==> config.mk <==
export PLATFORM = sky130hd
export DESIGN_NAME = fifo_rd_skid
export DESIGN_NICKNAME = d
export VERILOG_FILES = /design/src/rtl/fifo_pkg.sv /design/src/rtl/fifo_rd_skid_buf.sv /design/src/rtl/fifo_rd_skid.sv
export SDC_FILE = /design/constraint.sdc
export NUM_CORES = 1
export LEC_CHECK = 0
export ABC_CLOCK_PERIOD_IN_PS = 2160
export BUFFER_PORTS_ARGS = -buffer_cell sky130_fd_sc_hd__buf_2
export CELL_PAD_IN_SITES_DETAIL_PLACEMENT = 1
export CELL_PAD_IN_SITES_GLOBAL_PLACEMENT = 2
export CORE_UTILIZATION = 31
export CTS_CLUSTER_DIAMETER = 50
export DETAILED_ROUTE_END_ITERATION = 10
export HOLD_SLACK_MARGIN = 0.08
export PLACE_DENSITY_LB_ADDON = 0.15
export SLEW_MARGIN = 20
export SYNTH_ARGS = -nofsm -noshare
export SYNTH_HDL_FRONTEND = slang
export SYNTH_HIERARCHICAL = 1
export SYNTH_SLANG_ARGS = --single-unit
==> constraint.sdc <==
create_clock -name i_Clk -period 2.16 [get_ports i_Clk]
set_input_delay 0.432 -clock i_Clk [delete_from_list [all_inputs] [get_ports i_Clk]]
set_output_delay 0.432 -clock i_Clk [all_outputs]
set_load 0.05 [all_outputs]
==> src/rtl/fifo_pkg.sv <==
`default_nettype none
// ============================================================================
//  Module      : fifo_pkg
//  Description : Shared types and constants for the FIFO read skid buffer:
//                occupancy state encoding and the word-counter width.
//  Revision    : 1.0 - initial release
// ============================================================================
package fifo_pkg;

  // Width of the accepted-transfer statistics counter.
  localparam int COUNT_W = 16;

  // Skid buffer occupancy, encoded directly as the number of held words.
  typedef enum logic [1:0] {
    OCC_EMPTY = 2'd0,
    OCC_ONE   = 2'd1,
    OCC_TWO   = 2'd2
  } occ_e;

  // Numeric word count held in a given occupancy state.
  function automatic logic [1:0] occ_level(input occ_e s);
    return s;
  endfunction

endpackage
`default_nettype wire

==> src/rtl/fifo_rd_skid_buf.sv <==
`default_nettype none
// ============================================================================
//  Module      : fifo_rd_skid_buf
//  Description : Two-entry in-order register store with head/tail pointers.
//                Fullness is owned by the caller; a push is only issued when
//                a slot is free or the head slot is popped on the same edge.
//  Revision    : 1.0 - initial release
// ============================================================================
module fifo_rd_skid_buf #(
  parameter int WIDTH = 8
) (
  input  logic             clk,
  input  logic             rst,
  input  logic             push,
  input  logic [WIDTH-1:0] wr_data,
  input  logic             pop,
  output logic [WIDTH-1:0] rd_data
);

  logic [WIDTH-1:0] mem [2];
  logic             head;
  logic             tail;

  // Write at tail, retire at head; with both pointers equal (full) a
  // simultaneous push+pop overwrites the slot being retired, which keeps
  // the surviving word ahead of the new one.
  always_ff @(posedge clk) begin
    if (rst) begin
      mem[0] <= '0;
      mem[1] <= '0;
      head   <= 1'b0;
      tail   <= 1'b0;
    end else begin
      if (push) begin
        mem[tail] <= wr_data;
        tail      <= ~tail;
      end
      if (pop) begin
        head <= ~head;
      end
    end
  end

  assign rd_data = mem[head];

endmodule
`default_nettype wire

==> src/rtl/fifo_rd_skid.sv <==
`default_nettype none
// ============================================================================
//  Module      : fifo_rd_skid
//  Description : Converts a one-cycle-latency FIFO read port (rd_en -> dv)
//                into a valid/ready stream using a 2-entry skid buffer and
//                credit-based read issue. Flags stray read data as overrun.
//  Options     : FIFO_RD_SKID_STATS_EN - enables the 16-bit accepted-transfer
//                counter on o_Word_Count (otherwise tied to zero).
//  Revision    : 1.0 - initial release
// ============================================================================
module fifo_rd_skid
  import fifo_pkg::*;
#(
  parameter int WIDTH = 8
) (
  input  logic               i_Clk,
  input  logic               i_Rst,
  input  logic               i_Empty,
  output logic               o_Rd_En,
  input  logic               i_Rd_DV,
  input  logic [WIDTH-1:0]   i_Rd_Data,
  output logic               o_Valid,
  input  logic               i_Ready,
  output logic [WIDTH-1:0]   o_Data,
  output logic               o_Overrun,
  output logic [COUNT_W-1:0] o_Word_Count
);

  occ_e       occ;
  occ_e       occ_nx;
  logic       inflight;
  logic       overrun;
  logic       pop;
  logic       dv_ok;
  logic       push;
  logic [2:0] credit_used;

  // Output side handshake; valid is forced low while reset is applied.
  assign o_Valid = (occ != OCC_EMPTY) & ~i_Rst;
  assign pop     = o_Valid & i_Ready;

  // Only read data that answers an issued read is stored.
  assign dv_ok = i_Rd_DV & inflight;
  assign push  = dv_ok & ((occ != OCC_TWO) | pop);

  // Credit: words held plus words in flight, less the one leaving now,
  // must stay below two for another read to be issued.
  assign credit_used = {1'b0, occ_level(occ)} + {2'b00, inflight};
  assign o_Rd_En     = ~i_Empty & ~i_Rst & (credit_used < (3'd2 + {2'b00, pop}));

  // Occupancy state register.
  always_ff @(posedge i_Clk) begin
    if (i_Rst) occ <= OCC_EMPTY;
    else       occ <= occ_nx;
  end

  // Occupancy next-state: +1 on stored read data, -1 on downstream pop.
  always_comb begin
    occ_nx = occ;
    case (occ)
      OCC_EMPTY: if (push)              occ_nx = OCC_ONE;
      OCC_ONE: begin
        if (push && !pop)               occ_nx = OCC_TWO;
        else if (pop && !push)          occ_nx = OCC_EMPTY;
      end
      OCC_TWO:   if (pop && !push)      occ_nx = OCC_ONE;
      default:                          occ_nx = OCC_EMPTY;
    endcase
  end

  // Read-in-flight tracking: set by an issued read, cleared by its data.
  always_ff @(posedge i_Clk) begin
    if (i_Rst) inflight <= 1'b0;
    else       inflight <= o_Rd_En | (inflight & ~i_Rd_DV);
  end

  // Sticky overrun: read data arrived with no read outstanding.
  always_ff @(posedge i_Clk) begin
    if (i_Rst)                      overrun <= 1'b0;
    else if (i_Rd_DV && !inflight)  overrun <= 1'b1;
  end

  assign o_Overrun = overrun;

  fifo_rd_skid_buf #(
    .WIDTH (WIDTH)
  ) u_buf (
    .clk     (i_Clk),
    .rst     (i_Rst),
    .push    (push),
    .wr_data (i_Rd_Data),
    .pop     (pop),
    .rd_data (o_Data)
  );

`ifdef FIFO_RD_SKID_STATS_EN
  logic [COUNT_W-1:0] word_count;

  // Accepted-transfer counter, wraps naturally at its width.
  always_ff @(posedge i_Clk) begin
    if (i_Rst)    word_count <= '0;
    else if (pop) word_count <= word_count + 1'b1;
  end

  assign o_Word_Count = word_count;
`else
  assign o_Word_Count = '0;
`endif

endmodule
`default_nettype wire

# Word-level counts from Yosys, hierarchy flattened
# Memory sizes are Yosys's and may differ from the RTL's. A register that Yosys moved wholly into a read port is not among the register bits.
# Index checks and enable logic that the tools add are counted.
# W data, S select, Z words.
# word_totals
input_bits	13
latchBits	0
ff_bits	6
n_memories	1
ram_bits	16
wordCells	54
romBits	0
output_inout_bits	27
# classes
n_div	0
n_bitwise	14
shift	0
reduce_logical	10
n_lt_le_gt_ge	1
eq_ne	6
add_sub_neg	2
n_mul	0
mux	15
# memory_table
name	depth	word_bits	read_ports	rd_ports_with_merged_regs	write_ports	line_no	text
u_buf.mem	2	8	1	1	2	fifo_rd_skid_buf.sv:20	logic [WIDTH-1:0] mem [2];
# op_table
op	n
$mux W1	9
$mux W2	4
$mux W8	1
$reduce_or A8 Y1	1
$and A1 B1 Y1	7
$ne A2 B2 Y1 const B	3
$pmux W2 S3	1
$not A1 Y1	5
$add A2 B1 Y3	1
$add A2 B1 Y3 const A	1
$logic_and A1 B1 Y1	3
$logic_not A1 Y1	3
$lt A3 B3 Y1	1
$ne A3 B3 Y1 const B	1
$reduce_and A3 Y1	1
$eq A2 B1 Y1 const B	1
$eq A2 B2 Y1 const B	1
$logic_not A2 Y1	1
$or A1 B1 Y1	2
$reduce_bool A2 Y1	1

# Longest topological paths before layout
# depth
ltp_word	10
depth_mapped	6
depth_no_buf	5

# Modules after synthesis
# The synthesis kept the hierarchy.
# modules_own_cells
module	area_per_inst_um2	n_inst	cells_each	seq_area_each_um2
fifo_rd_skid_buf	892.1	1	63	540.5
fifo_rd_skid	387.9	1	45	80.1

# Worst setup path before layout
# OpenSTA, ideal clock, no wires.
# synth_path
path_kind	flip-flop to output port
startpoint	register occ[0]
endpoint	output port o_Rd_En
path_slack_ns	0.105
t_required_ns	1.728
n_path_buf	0
t_arrival_ns	1.623
path_stages_with_launch	5
cell_sequence	dfxtp_1 ha_1 ha_1 or4_1 nand2_1
# synth_via
elab_chain_cells	6
elab_cells_between_ends	7
classes_between	add/sub: 2; order compare: 1; bitwise: 3; reduce/logical: 1
# synth_rtl
item	line_no	text
start: declaration	fifo_rd_skid.sv:29	occ_e occ;
start signal: assignment	fifo_rd_skid.sv:54	else occ <= occ_nx;
$reduce_bool A2 Y1	fifo_rd_skid.sv:39	assign o_Valid = (occ != OCC_EMPTY) & ~i_Rst;
$and A1 B1 Y1	fifo_rd_skid.sv:39	
$and A1 B1 Y1	fifo_rd_skid.sv:40	assign pop = o_Valid & i_Ready;
$add A2 B1 Y3	fifo_rd_skid.sv:49	assign o_Rd_En = ~i_Empty & ~i_Rst & (credit_used < (3'd2 + {2'b00, pop}));
$lt A3 B3 Y1 *	fifo_rd_skid.sv:49	
$and A1 B1 Y1 *	fifo_rd_skid.sv:49	
end: declaration	fifo_rd_skid.sv:19	output logic o_Rd_En,
# Mark *: on every way between the ends. The rest lies on a longest branch, timed or not.

# Worst setup path after layout
# Ends and elaborated chain as after synthesis.

==> qor.txt <==
Status -> finished clean
DP Cell Count -> 180
Reg2Reg Launch Point -> occ[0]$_SDFFE_PP0P_
Synth warnings -> 6
Crit path cell chain -> ha_4 -> ha_4 -> or4_4 -> nand2_2 -> buf_8
WL/cell -> 12.0 µm
Pleak -> 0.638 nW
CP max stage cell -> or4_4
VDD IR-drop max -> 0.218 mV
Drt first pass iters -> 4
Synth top area share -> 0.375
Reg clk slew, reported paths -> 80 ps
Io pins -> 40
Synthesized cell area -> 1280 µm²
Post-synthesis sequential area ratio -> 0.485
Die W -> 66.3 µm
PortBufs -> 23
CTS sink cnt -> 23
Routed met3 length -> 103 µm
Final ANT Viol Nets -> 0
Setup Skew -> 1.99 ps
Final Setup Violations -> 0
DRT iter0 DRCs -> 20
Layout area overhead -> 16.4%
Final WL -> 2210 µm
Post-Layout Cell Count -> 184
Post-CTS Setup Inserts -> 0
Hold Path Depth -> 2
Post-Route M1 WL -> 918 µm
Hold Vio Cnt, Final -> 0
Worst rel slew slack -> 0.631
Routability cong. -> 0.714
Reg2reg end -> u_buf/mem[0][6]$_SDFFCE_PN0P_
Hold Crit Class -> primary input to flip-flop
Most common flop cell mapped by yosys -> edfxtp_1
Share of layout cells above drive strength 1 -> 0.426
Die area -> 4390 µm²
Post-Synthesis Cells -> 108
Core Area -> 3800 µm²
DRC -> 0
Crit path kind -> flip-flop to primary output
N_diodes -> 0
Period utilisation layout -> 0.971
CTS H-Tree Depth -> 1
Starting density of the core -> 0.337
Crit-path max cell delay -> 510 ps
RSZ-0062 raised after global routing -> false
Top cells by count, synth -> 19 x nor2_1, 17 x buf_4, 16 x edfxtp_1
Arr. time, crit path -> 1660 ps
Final Max Slew Viols -> 0
Clk root buf -> clkbuf_8
Final min period -> 2100 ps
Synth area leaders -> edfxtp_1 38%, dfxtp_1 11%, mux2_4 11%
Syn_area_per_cell -> 11.9 µm²
TritonCTS Buffers -> 3
Number of max-cap violations -> 0
Total grt overflow -> 0
Post-synth EDFFs -> 16
Nets -> 152
First-pass GRT wire length -> 3730 µm
Row count -> 22
Post-synth top area cell -> edfxtp_1
Die Y -> 66.3 µm
Most used cell along the critical path -> ha_4
Initial antenna violation count -> 0
Count leader, synth -> nor2_1
Worst-margin pin slew -> 552 ps
Total GRT Usage -> 0.117
Critical path launch point type -> flip-flop
Max Used Layer -> met4
Setup crit end kind -> primary output
Pwr per Cell Area -> 691 nW/µm²
R2R cell count -> 6
Largest net degree at the start of global routing -> 15
CTS max path bufs -> 2
Hold WS -> 425 ps
Via count -> 822
Cell variety after synth -> 29
Met2 wire len -> 1150 µm
FF+latch count, synth -> 23
Fmax -> 0.477 GHz
Hold path start -> i_Rst
Setup TNS -> 0 ps
Hpwl dp -> 1590 µm
Reg-to-reg setup timing slack -> 310 ps
Worst-skew pair later-pin latency -> 270 ps
CP max FO -> 2
Vias in the first global route -> 814
WP data required -> 1730 ps
Hold Path Sink -> o_Overrun$_SDFFE_PP0P_
CTS tree -> built
FFs w/ async S/R, synth -> 0
Vias/cell -> 4.47
[layer usage]
| metal | vias up | GRT usage |
|---|---|---|
| met5 | - | 0 |
| met4 | 0 | 0.0718 |
| met3 | 3 | 0.0172 |
| met2 | 33 | 0.205 |
| met1 | 393 | 0.133 |
| li1 | 393 | - |
[power by group]
group          internal, mW  switching [mW]  total [mW]
sequential            0.496          0.0127       0.509
combinational        0.0762           0.176       0.252
clock                 0.129           0.139       0.268
[worst max-delay path by stage]
stage,endpoint,from,slack [ps],cells after the start
after floorplan,o_Rd_En,occ[0]$_SDFFE_PP0P_,110,4
after global placement,o_Rd_En,occ[0]$_SDFFE_PP0P_,180,5
after detailed placement,o_Rd_En,occ[0]$_SDFFE_PP0P_,150,5
after CTS,o_Rd_En,occ[0]$_SDFFE_PP0P_,20,5
after global routing,o_Rd_En,occ[0]$_SDFFE_PP0P_,20,5
final,o_Rd_En,occ[0]$_SDFFE_PP0P_,60,5
[flip-flops by register name, indices dropped and copies added (netlist names), named ones only]
name,flops
u_buf/mem,16
occ,2
o_Overrun,1
u_buf/tail,1
u_buf/head,1
inflight,1
[cell families (layout without fill, tap and decap cells)]
group / after synthesis / in the layout / synth area share
AO/OA/AOI/OAI: 8 / 8 / 0.0557
XOR/XNOR: 1 / 1 / 0.00684
adder cells (fa/ha/maj): 2 / 2 / 0.0195
buffers and inverters: 21 / 34 / 0.123
flip-flops: 23 / 23 / 0.485
multiplexers: 10 / 10 / 0.113
other: 1 / 16 / 0.00293
AND/OR/NAND/NOR: 42 / 42 / 0.194
[area by class of cell]
type,count,area [µm²]
Clock buffer,3,41.3
Clock inverter,1,5.00
Fill cell,439,2310
Inverter,2,7.51
Multi-Input combinational cell,79,589
Sequential cell,23,624
Tap cell,48,60.1
Timing Repair Buffer,28,163
[cell usage in the layout (no fill, tap or decap), types with 2 or more instances in the layout]
cell | netlist | layout
buf_4 | 17 | 5
conb_1 | 1 | 16
ha_4 | 0 | 2
nand2b_4 | 5 | 5
dfxtp_2 | 0 | 3
nand2_1 | 3 | 2
clkbuf_8 | 0 | 3
dfxtp_1 | 7 | 4
edfxtp_1 | 16 | 16
mux2_4 | 9 | 9
inv_1 | 2 | 2
nand2_2 | 1 | 2
nand2b_1 | 7 | 7
a21oi_1 | 2 | 2
buf_2 | 0 | 22
nor2_1 | 19 | 19
[timing repair]
action                                  in CTS  in global routing
hold buffers                                 0                  0
pin swaps                                    2                  2
endpoints found under the setup margin       1                  1
gates resized for setup                     11                  0
[critical path: cells and delay by family, from the launching register on]
kind / cells / cell delay [ps]
and+or+nand+nor: 2 / 600
adders and majority gates: 2 / 310
buffers and inverters: 1 / 140
DFF: 1 / 340
[through the flow]
stage | cell area [µm²] | utilization | worst slack [ps] | power (mW)
finish | 1490 | 0.392 | 63.1 | 1.03
global route | 1490 | 0.392 | 19.7 | 1.08
CTS | 1490 | 0.392 | 15.7 | 1.04
detailed placement | 1400 | 0.368 | 149 | 0.765
global placement | 1400 | 0.368 | 178 | 0.763
floorplan | 1340 | - | 105 | 0.737
Note: power is estimated with default switching activity, not from simulation.
